File: config.mk
export PLATFORM = sky130hd
export DESIGN_NAME = kf_frame_sequencer
export DESIGN_NICKNAME = d
export VERILOG_FILES = /design/src/rtl/kf_frame_sequencer_pkg.sv /design/src/rtl/kf_frame_watchdog.sv /design/src/rtl/kf_frame_sequencer.sv
export SDC_FILE = /design/constraint.sdc
export NUM_CORES = 1
export LEC_CHECK = 0
export CAP_MARGIN = 40
export CORE_MARGIN = 2
export CORE_UTILIZATION = 38
export DETAILED_ROUTE_END_ITERATION = 7
export GPL_TIMING_DRIVEN = 0
export PLACE_DENSITY = 0.76
export RECOVER_POWER = 25
export SLEW_MARGIN = 15
export SYNTH_ARGS = -nofsm -noshare
export SYNTH_HDL_FRONTEND = slang
export SYNTH_SLANG_ARGS = --single-unit
File: constraint.sdc
create_clock -name clk -period 1.93 [get_ports clk]
set_input_delay 0.193 -clock clk [delete_from_list [all_inputs] [get_ports clk]]
set_output_delay 0.193 -clock clk [all_outputs]
set_load 0.03 [all_outputs]
File: src/rtl/kf_frame_sequencer_pkg.sv
// Shared types and defaults for the Kalman-filter frame sequencer.
// Fixed-point format Q(N,FRAC), FSM encoding and watchdog sizing.
package kf_frame_sequencer_pkg;

    localparam int FXP_N           = 20;
    localparam int FXP_FRAC        = 10;
    localparam int TIMEOUT_DEFAULT = 40;
    localparam int CNT_W_DEFAULT   = 32;

    typedef enum logic [1:0] {
        ST_IDLE   = 2'd0,
        ST_START  = 2'd1,
        ST_WAIT   = 2'd2,
        ST_COMMIT = 2'd3
    } seq_state_e;

    function automatic int wdog_width(input int t);
        return (t < 2) ? 1 : $clog2(t);
    endfunction

endpackage

File: src/rtl/kf_frame_watchdog.sv
// Frame watchdog: cleared at frame start, counts while enabled,
// flags expiry on the last allowed wait cycle and holds there.
module kf_frame_watchdog
    import kf_frame_sequencer_pkg::*;
#(
    parameter int TIMEOUT_CYCLES = TIMEOUT_DEFAULT
) (
    input  logic clk,
    input  logic rst_n,
    input  logic clr_i,
    input  logic en_i,
    output logic expire_o
);

    localparam int W = wdog_width(TIMEOUT_CYCLES);
    localparam logic [W-1:0] LAST = W'(TIMEOUT_CYCLES - 1);

    logic [W-1:0] cnt_q;
    logic [W-1:0] cnt_d;

    assign expire_o = en_i && (cnt_q == LAST);

    always_comb begin
        cnt_d = cnt_q;
        if (clr_i) begin
            cnt_d = '0;
        end else if (en_i && !expire_o) begin
            cnt_d = cnt_q + W'(1);
        end
    end

    always_ff @(posedge clk or negedge rst_n) begin
        if (!rst_n) begin
            cnt_q <= '0;
        end else begin
            cnt_q <= cnt_d;
        end
    end

endmodule

File: src/rtl/kf_frame_sequencer.sv
// Closed-loop frame controller for top_kf: accepts a sample, starts the
// filter, waits for done (with watchdog) and commits X_post as x_prev.
module kf_frame_sequencer
    import kf_frame_sequencer_pkg::*;
#(
    parameter int N              = FXP_N,
    parameter int FRAC           = FXP_FRAC,
    parameter int TIMEOUT_CYCLES = TIMEOUT_DEFAULT,
    parameter int CNT_W          = CNT_W_DEFAULT
) (
    input  logic             clk,
    input  logic             rst_n,
    input  logic             clear,
    input  logic             s_valid,
    output logic             s_ready,
    input  logic [N-1:0]     s_u00,
    input  logic [N-1:0]     s_z00,
    input  logic [N-1:0]     s_z10,
    output logic             kf_start,
    input  logic             kf_done,
    output logic [N-1:0]     kf_x00_prev,
    output logic [N-1:0]     kf_x10_prev,
    output logic [N-1:0]     kf_u00,
    output logic [N-1:0]     kf_u10,
    output logic [N-1:0]     kf_z00,
    output logic [N-1:0]     kf_z10,
    input  logic [N-1:0]     kf_X00_post,
    input  logic [N-1:0]     kf_X10_post,
    output logic             est_valid,
    output logic [N-1:0]     est_x00,
    output logic [N-1:0]     est_x10,
    output logic             busy,
    output logic             timeout_err,
    output logic [CNT_W-1:0] frame_cnt,
    output logic [CNT_W-1:0] drop_cnt
);

    if (FRAC < 0 || FRAC >= N) begin : g_bad_frac
        $error("kf_frame_sequencer: FRAC must lie in [0, N)");
    end
    if (TIMEOUT_CYCLES < 1) begin : g_bad_timeout
        $error("kf_frame_sequencer: TIMEOUT_CYCLES must be >= 1");
    end

    seq_state_e state_q;
    seq_state_e state_d;

    logic [N-1:0]     xp00_q, xp10_q;
    logic [N-1:0]     u00_q, z00_q, z10_q;
    logic [CNT_W-1:0] frame_cnt_q, drop_cnt_q;
    logic             terr_q;
    logic             clr_pend_q;

    logic is_idle;
    logic accept;
    logic capture;
    logic abort;
    logic clr_now;
    logic wd_expire;

    assign is_idle = (state_q == ST_IDLE);
    // A clear raised mid-frame is held off until the frame retires.
    assign clr_now = is_idle && (clear || clr_pend_q);
    assign s_ready = rst_n && is_idle && !clear && !clr_pend_q;

    kf_frame_watchdog #(
        .TIMEOUT_CYCLES(TIMEOUT_CYCLES)
    ) u_wdog (
        .clk     (clk),
        .rst_n   (rst_n),
        .clr_i   (state_q == ST_START),
        .en_i    (state_q == ST_WAIT),
        .expire_o(wd_expire)
    );

    always_comb begin
        state_d = state_q;
        accept  = 1'b0;
        capture = 1'b0;
        abort   = 1'b0;
        unique case (state_q)
            ST_IDLE: begin
                if (s_valid && s_ready) begin
                    accept  = 1'b1;
                    state_d = ST_START;
                end
            end
            ST_START: begin
                state_d = ST_WAIT;
            end
            ST_WAIT: begin
                // done beats a coincident timeout
                if (kf_done) begin
                    capture = 1'b1;
                    state_d = ST_COMMIT;
                end else if (wd_expire) begin
                    abort   = 1'b1;
                    state_d = ST_IDLE;
                end
            end
            ST_COMMIT: begin
                state_d = ST_IDLE;
            end
            default: begin
                state_d = ST_IDLE;
            end
        endcase
    end

    always_ff @(posedge clk or negedge rst_n) begin
        if (!rst_n) begin
            state_q     <= ST_IDLE;
            xp00_q      <= '0;
            xp10_q      <= '0;
            u00_q       <= '0;
            z00_q       <= '0;
            z10_q       <= '0;
            frame_cnt_q <= '0;
            drop_cnt_q  <= '0;
            terr_q      <= 1'b0;
            clr_pend_q  <= 1'b0;
        end else begin
            state_q <= state_d;
            if (accept) begin
                u00_q <= s_u00;
                z00_q <= s_z00;
                z10_q <= s_z10;
            end
            if (clr_now) begin
                xp00_q <= '0;
                xp10_q <= '0;
            end else if (capture) begin
                xp00_q <= kf_X00_post;
                xp10_q <= kf_X10_post;
            end
            if (clr_now) begin
                terr_q <= 1'b0;
            end else if (abort) begin
                terr_q <= 1'b1;
            end
            if (clear && !is_idle) begin
                clr_pend_q <= 1'b1;
            end else if (clr_now) begin
                clr_pend_q <= 1'b0;
            end
            if (state_q == ST_COMMIT) begin
                frame_cnt_q <= frame_cnt_q + CNT_W'(1);
            end
            if (abort) begin
                drop_cnt_q <= drop_cnt_q + CNT_W'(1);
            end
        end
    end

    assign kf_start    = (state_q == ST_START);
    assign est_valid   = (state_q == ST_COMMIT);
    assign busy        = !is_idle;
    assign kf_x00_prev = xp00_q;
    assign kf_x10_prev = xp10_q;
    assign est_x00     = xp00_q;
    assign est_x10     = xp10_q;
    assign kf_u00      = u00_q;
    assign kf_u10      = '0;
    assign kf_z00      = z00_q;
    assign kf_z10      = z10_q;
    assign timeout_err = terr_q;
    assign frame_cnt   = frame_cnt_q;
    assign drop_cnt    = drop_cnt_q;

endmodule

Word-level counts from Yosys, hierarchy flattened
Cells that the tools add are included.
{ "word_totals": {"input_bits": 105, "wordCells": 60, "ff_bits": 174} }
{ "op_classes": {"n_eq_ne": 6, "mux": 21, "n_reduce_logical": 19, "add_sub_neg": 3} }
{ "ops": {"columns": ["op", "n"], "rows": [
  ["two-way mux 20 bit", 4],
  ["adder 32 x 1 -> 32 bit (second input constant)", 2],
  ["two-way mux 6 bit", 2],
  ["two-way mux 1 bit", 11],
  ["logical AND 1 bit", 8],
  ["case mux 2 bit (4 select lines)", 1],
  ["nonzero test 2 bit", 4],
  ["adder 6 x 1 -> 6 bit (second input constant)", 1],
  ["== test 6 bit (second input constant)", 1],
  ["two-way mux 2 bit", 3],
  ["== test 2 bit (second input constant)", 2],
  ["zero test 1 bit", 4],
  ["inequality test 3 bit (second input constant)", 1],
  ["== test 2 x 1 -> 1 bit (second input constant)", 1],
  ["zero test 2 bit", 1],
  ["inequality test 2 x 1 -> 1 bit (second input constant)", 1],
  ["AND reduction 2 bit", 1],
  ["logical OR 1 bit", 1]
]} }

Depth between registers and ports, before layout
{ "logic_depth": {"depth_word": 7, "mapped_depth": 6, "depth_no_buf": 5} }

Hierarchy
Synthesis repeated with hierarchy kept, for this count alone.
{ "unflattened": {"cells_unflattened": 604, "hier_area_um2": 7612.3} }
{ "modules_own_cells": {"columns": ["module", "seq_area_each_um2", "area_per_inst_um2", "n_inst", "cells_each"], "rows": [
  ["kf_frame_sequencer", 4204.0, 7241.9, 1, 563],
  ["kf_frame_watchdog", 150.1, 370.4, 1, 41]
]} }

Worst setup path before layout
No wires, ideal clock.
{ "synth_timing": {"kind": "register to register", "startpoint": "register frame_cnt_q[0] (netlist: frame_cnt[0])", "endpoint": "register frame_cnt_q[30] (netlist: frame_cnt[30])", "arrival_ns": 1.861, "slack_ns": -0.064, "n_path_buf": 0, "synth_period_minus_slack_ns": 1.994, "stages_incl_launch_ff": 6, "cell_sequence": "dfrtp_1 ha_1 nand2_1 nor4_1 nand4_1 xnor2_1"} }
{ "synth_between": {"elab_chain_cells": 1} }
{ "synth_rtl": {"columns": ["element", "line", "rtl"], "rows": [
  ["from (decl)", "kf_frame_sequencer.sv:50", "logic [CNT_W-1:0] frame_cnt_q, drop_cnt_q;"],
  ["from (signal assigned)", "kf_frame_sequencer.sv:147", "frame_cnt_q <= frame_cnt_q + CNT_W'(1);"],
  ["adder 32 x 1 -> 32 bit", "kf_frame_sequencer.sv:147", null]
]} }
No other way between the ends.
A chain may end at the register's enable or synchronous reset.

Worst setup path in the final report
{ "layout_timing": {"startpoint": "register u_wdog.cnt_q[4]", "endpoint": "register drop_cnt_q[22] (netlist: drop_cnt[22])"} }
{ "layout_between": {"elab_chain_cells": 5} }
{ "layout_rtl": {"columns": ["element", "line", "rtl"], "rows": [
  ["from (decl)", "kf_frame_watchdog.sv:18", "logic [W-1:0] cnt_q;"],
  ["from (signal assigned)", "kf_frame_watchdog.sv:36", "cnt_q <= cnt_d;"],
  ["== test 6 bit", "kf_frame_watchdog.sv:21", "assign expire_o = en_i && (cnt_q == LAST);"],
  ["logical AND 1 bit", "kf_frame_watchdog.sv:21", null],
  ["two-way mux 1 bit", "kf_frame_sequencer.sv:96", "end else if (wd_expire) begin"],
  ["two-way mux 1 bit", "kf_frame_sequencer.sv:93", "if (kf_done) begin"],
  ["two-way mux 1 bit", "kf_frame_sequencer.sv:81", "unique case (state_q)"],
  ["to (signal assigned)", "kf_frame_sequencer.sv:150", "drop_cnt_q <= drop_cnt_q + CNT_W'(1);"],
  ["to (decl)", "kf_frame_sequencer.sv:50", null]
]} }
No other way between the ends.

==> metrics.md <==
| Metric | Value |
|---|---|
| Die height | `145 µm` |
| Fill cell count | `1,579` |
| Beginning of the critical path | `u_wdog.cnt_q[4]` |
| Root Buffer Master | `clkbuf_16` |
| Pwr/cell area | `1530 nW/µm²` |
| CP cell instances | `or4b_4 > or4_4 > nor3_2 > xor2_1` |
| CP startpoint kind | `flip-flop` |
| Core Area | `19,500 µm²` |
| DR iter-0 viols | `298` |
| Layout area overhead | `58.9%` |
| Worst setup EP type | `flip-flop` |
| DPL Wire Length | `15.8 mm` |
| CTS clk-pin slew, worst paths | `0.07 ns` |
| Pleak | `5.30 nW` |
| Worst-Margin Slew | `1.29 ns` |
| Setup violators final | `4` |
| Max FO, Critical Path | `4` |
| Max cap viols | `0` |
| Failing checks | `hold timing, setup timing` |
| FF-to-FF setup slack | `-0.04 ns` |
| Post-synth EDFFs | `0` |
| Distinct cell type count after synthesis | `42` |
| Largest net degree at the start of global routing | `95` |
| Antenna fix cells | `0` |
| Vias per Instance | `4.90` |
| DRC | `0` |
| Reg2reg end | `drop_cnt[22]` |
| R2R depth | `4` |
| Crit path kind | `flip-flop to flip-flop` |
| Initial antenna violation count | `0` |
| Starting density of the core | `38.8%` |
| Gp weighted congestion | `0.821` |
| DRT Wirelength | `21.6 mm` |
| Relative slew slack | `14.1%` |
| Largest stage delay on the critical path | `0.56 ns` |
| Most common cell in the netlist | `dfrtp_1` |
| Ys async rst share | `100%` |
| Seq. cell area | `4360 µm²` |
| Yosys warning total | `0` |
| H-Tree Depth | `4` |
| Total number of vias | `6,151` |
| FMAX | `507 MHz` |
| Total power | `18.4 mW` |
| TritonCTS clock tree | `yes` |
| Hold slack | `-0.255 ns` |
| Num CTS Buffers | `17` |
| Clk Latency, worst-skew pair | `0.42 ns` |
| Area contributors post-synth | `dfrtp_1, mux2_2, buf_4` |
| Hold Vio Cnt, Final | `80` |
| WP data arrival | `2.32 ns` |
| Final net count | `1,085` |
| Number of buffer and inverter stages on the critical path | `0` |
| Multi-input gate area | `2870 µm²` |
| Clock Skew | `0.00868 ns` |
| Final period util | `102%` |
| Row Count | `51` |
| Flops & latches, synth | `174` |
| Gr usage total | `20.0%` |
| Setup crit end | `drop_cnt[22]` |
| Pre-CTS setup slack | `-0.515 ns` |
| Routed Antenna Nets | `0` |
| WP depth | `4` |
| Pins Over Slew Limit | `0` |
| Hold Crit Class | `primary input to async pin` |
| Die width | `145 µm` |
| CP Data Required Time | `2.28 ns` |
| Congestion Overflow GR | `0` |
| Avg Inst Size Synth | `12.4 µm²` |
| Final WS setup | `-0.0434 ns` |
| Period minus WS final | `1.97 ns` |
| Top Family by Delay on Critical Path | `simple AND/OR/NAND/NOR gates` |
| DIE AREA | `21,100 µm²` |
| CP max-delay cell | `or4b_4` |
| Commonest register cell after synthesis | `dfrtp_1` |
| Sequential-to-total area share from yosys stat | `57.4%` |
| Max VDD drop | `1.05 mV` |
| Unrepaired setup endpoints after global routing | `yes` |
| Outcome | `finished, violations left` |
| Fraction of layout cells with a size suffix above 1 | `21.4%` |
| Port Buffers | `313` |
| IO Count | `334` |
| Mapped cell area | `7580 µm²` |
| Most instantiated cells after synthesis | `dfrtp_1, mux2_2, buf_4, xnor2_1, a22o_1` |
| Num Clock Sinks | `174` |
| Global-route wire length before repair | `33.9 mm` |
| Syn Inst Count | `609` |
| Worst R2R Start | `u_wdog.cnt_q[4]` |
| DR WL/cell | `17.2 µm` |
| Area leader, netlist | `dfrtp_1` |
| Iteration count of the initial detailed-routing pass | `4` |
| Vias in the first global route | `6,196` |
| Share of the synthesized area in the top cell type | `57.4%` |
| CTS Buffer Depth | `2` |
-- cell type report --
type,count,area share (%)
Buffer,82,4.74
Clock buffer,18,3.65
Clock inverter,14,1.66
Inverter,8,0.249
Multi-Input combinational cell,364,23.8
Sequential cell,174,36.2
Tap cell,265,2.75
Timing Repair Buffer,330,27.0
-- what timing repair did --
| action | CTS | global route |
|---|---|---|
| gates resized for setup | 32 | 33 |
| pin swaps | 3 | 9 |
| endpoints found under the setup margin | 102 | 148 |
| buffers inserted | 3 | 12 |
| endpoints found under the hold margin | 80 | 80 |
-- metrics by stage --
stage / hold WS, ns / instance area, µm² / utilization (%) / instances / TNS [ns]
floorplan: -0.103 / 7660 / - / 628 / 0
global placement: 0.462 / 11100 / 57.0 / 1206 / -1565.96
detailed placement: 0.226 / 11200 / 57.2 / 1208 / -39.66
CTS: -0.234 / 11900 / 60.9 / 1243 / -0.353
global route: -0.223 / 12000 / 61.7 / 1255 / -0.710
finish: -0.255 / 12000 / 61.7 / 1255 / -0.143
-- worst register-to-register path, stage by stage, from the launching register on --
cell	delay (ns)
dfrtp_2	0.43
or4b_4	0.56
or4_4	0.56
nor3_2	0.19
xor2_1	0.16
-- registers in the layout, summed over array words and instances, names as in the netlist --
| name | count |
|---|---|
| clr_pend_q | 1 |
| drop_cnt | 32 |
| u_wdog.cnt_q | 6 |
| state_q | 2 |
| timeout_err | 1 |
| frame_cnt | 32 |
| est_x00 | 20 |
| kf_u00 | 20 |
| est_x10 | 20 |
| kf_z00 | 20 |
| kf_z10 | 20 |
-- power breakdown --
group	switching, mW	leakage [nW]	internal [mW]
sequential	0.859	2.27	4.77
combinational	4.89	2.72	4.16
clock	1.49	0.310	2.23
total	7.24	5.30	11.2
-- worst min-delay path by stage --
| stage | startpoint | endpoint | slack [ns] | depth (start not counted) |
|---|---|---|---|---|
| 6_report | rst_n | kf_z00[8] | -0.26 | 1 |
| 5_1_grt | rst_n | kf_u00[8] | -0.22 | 1 |
| 4_1_cts | rst_n | kf_z00[8] | -0.23 | 1 |
| 3_5_place_dp | rst_n | kf_z00[8] | 0.23 | 1 |
| 3_3_place_gp | drop_cnt[31] | drop_cnt[31] | 0.46 | 1 |
| 2_1_floorplan | rst_n | clr_pend_q | -0.10 | 0 |
-- cells by family after synthesis --
family,share of synthesized area (%)
compound gates,6.27
xor+xnor,7.16
fa+ha+maj,0.495
buf+inv,7.46
flops,57.4
mux,9.21
other cells,0.0495
simple gates,11.9
-- routing by layer --
metal,vias up,GRT usage (%),routed length (µm)
li1,2830,-,-
met3,25,5.31,1320
met5,-,0,0
met4,0,5.78,330
met1,3068,25.0,9030
met2,228,34.1,10900
-- cell usage in the layout, fill, tap and decap left out, drive strengths merged, types with 2 or more instances in the layout --
| cell type | n |
|---|---|
| a22o | 40 |
| nor4 | 10 |
| nand3 | 28 |
| a21oi | 6 |
| nand4b | 2 |
| o21ai | 5 |
| ha | 3 |
| xnor2 | 50 |
| and2 | 4 |
| conb | 20 |
| bufinv | 4 |
| and3 | 10 |
| o211ai | 4 |
| clkinv | 2 |
| clkdlybuf4s50 | 308 |
| clkbuf | 34 |
| inv | 14 |
| or4 | 2 |
| and4 | 7 |
| nor3 | 11 |
| xor2 | 12 |
| buf | 87 |
| dfrtp | 174 |
| nand4 | 29 |
| clkinvlp | 2 |
| mux2 | 62 |
| nor2 | 24 |
| nand2 | 22 |
(Power assumes the default switching activity.)
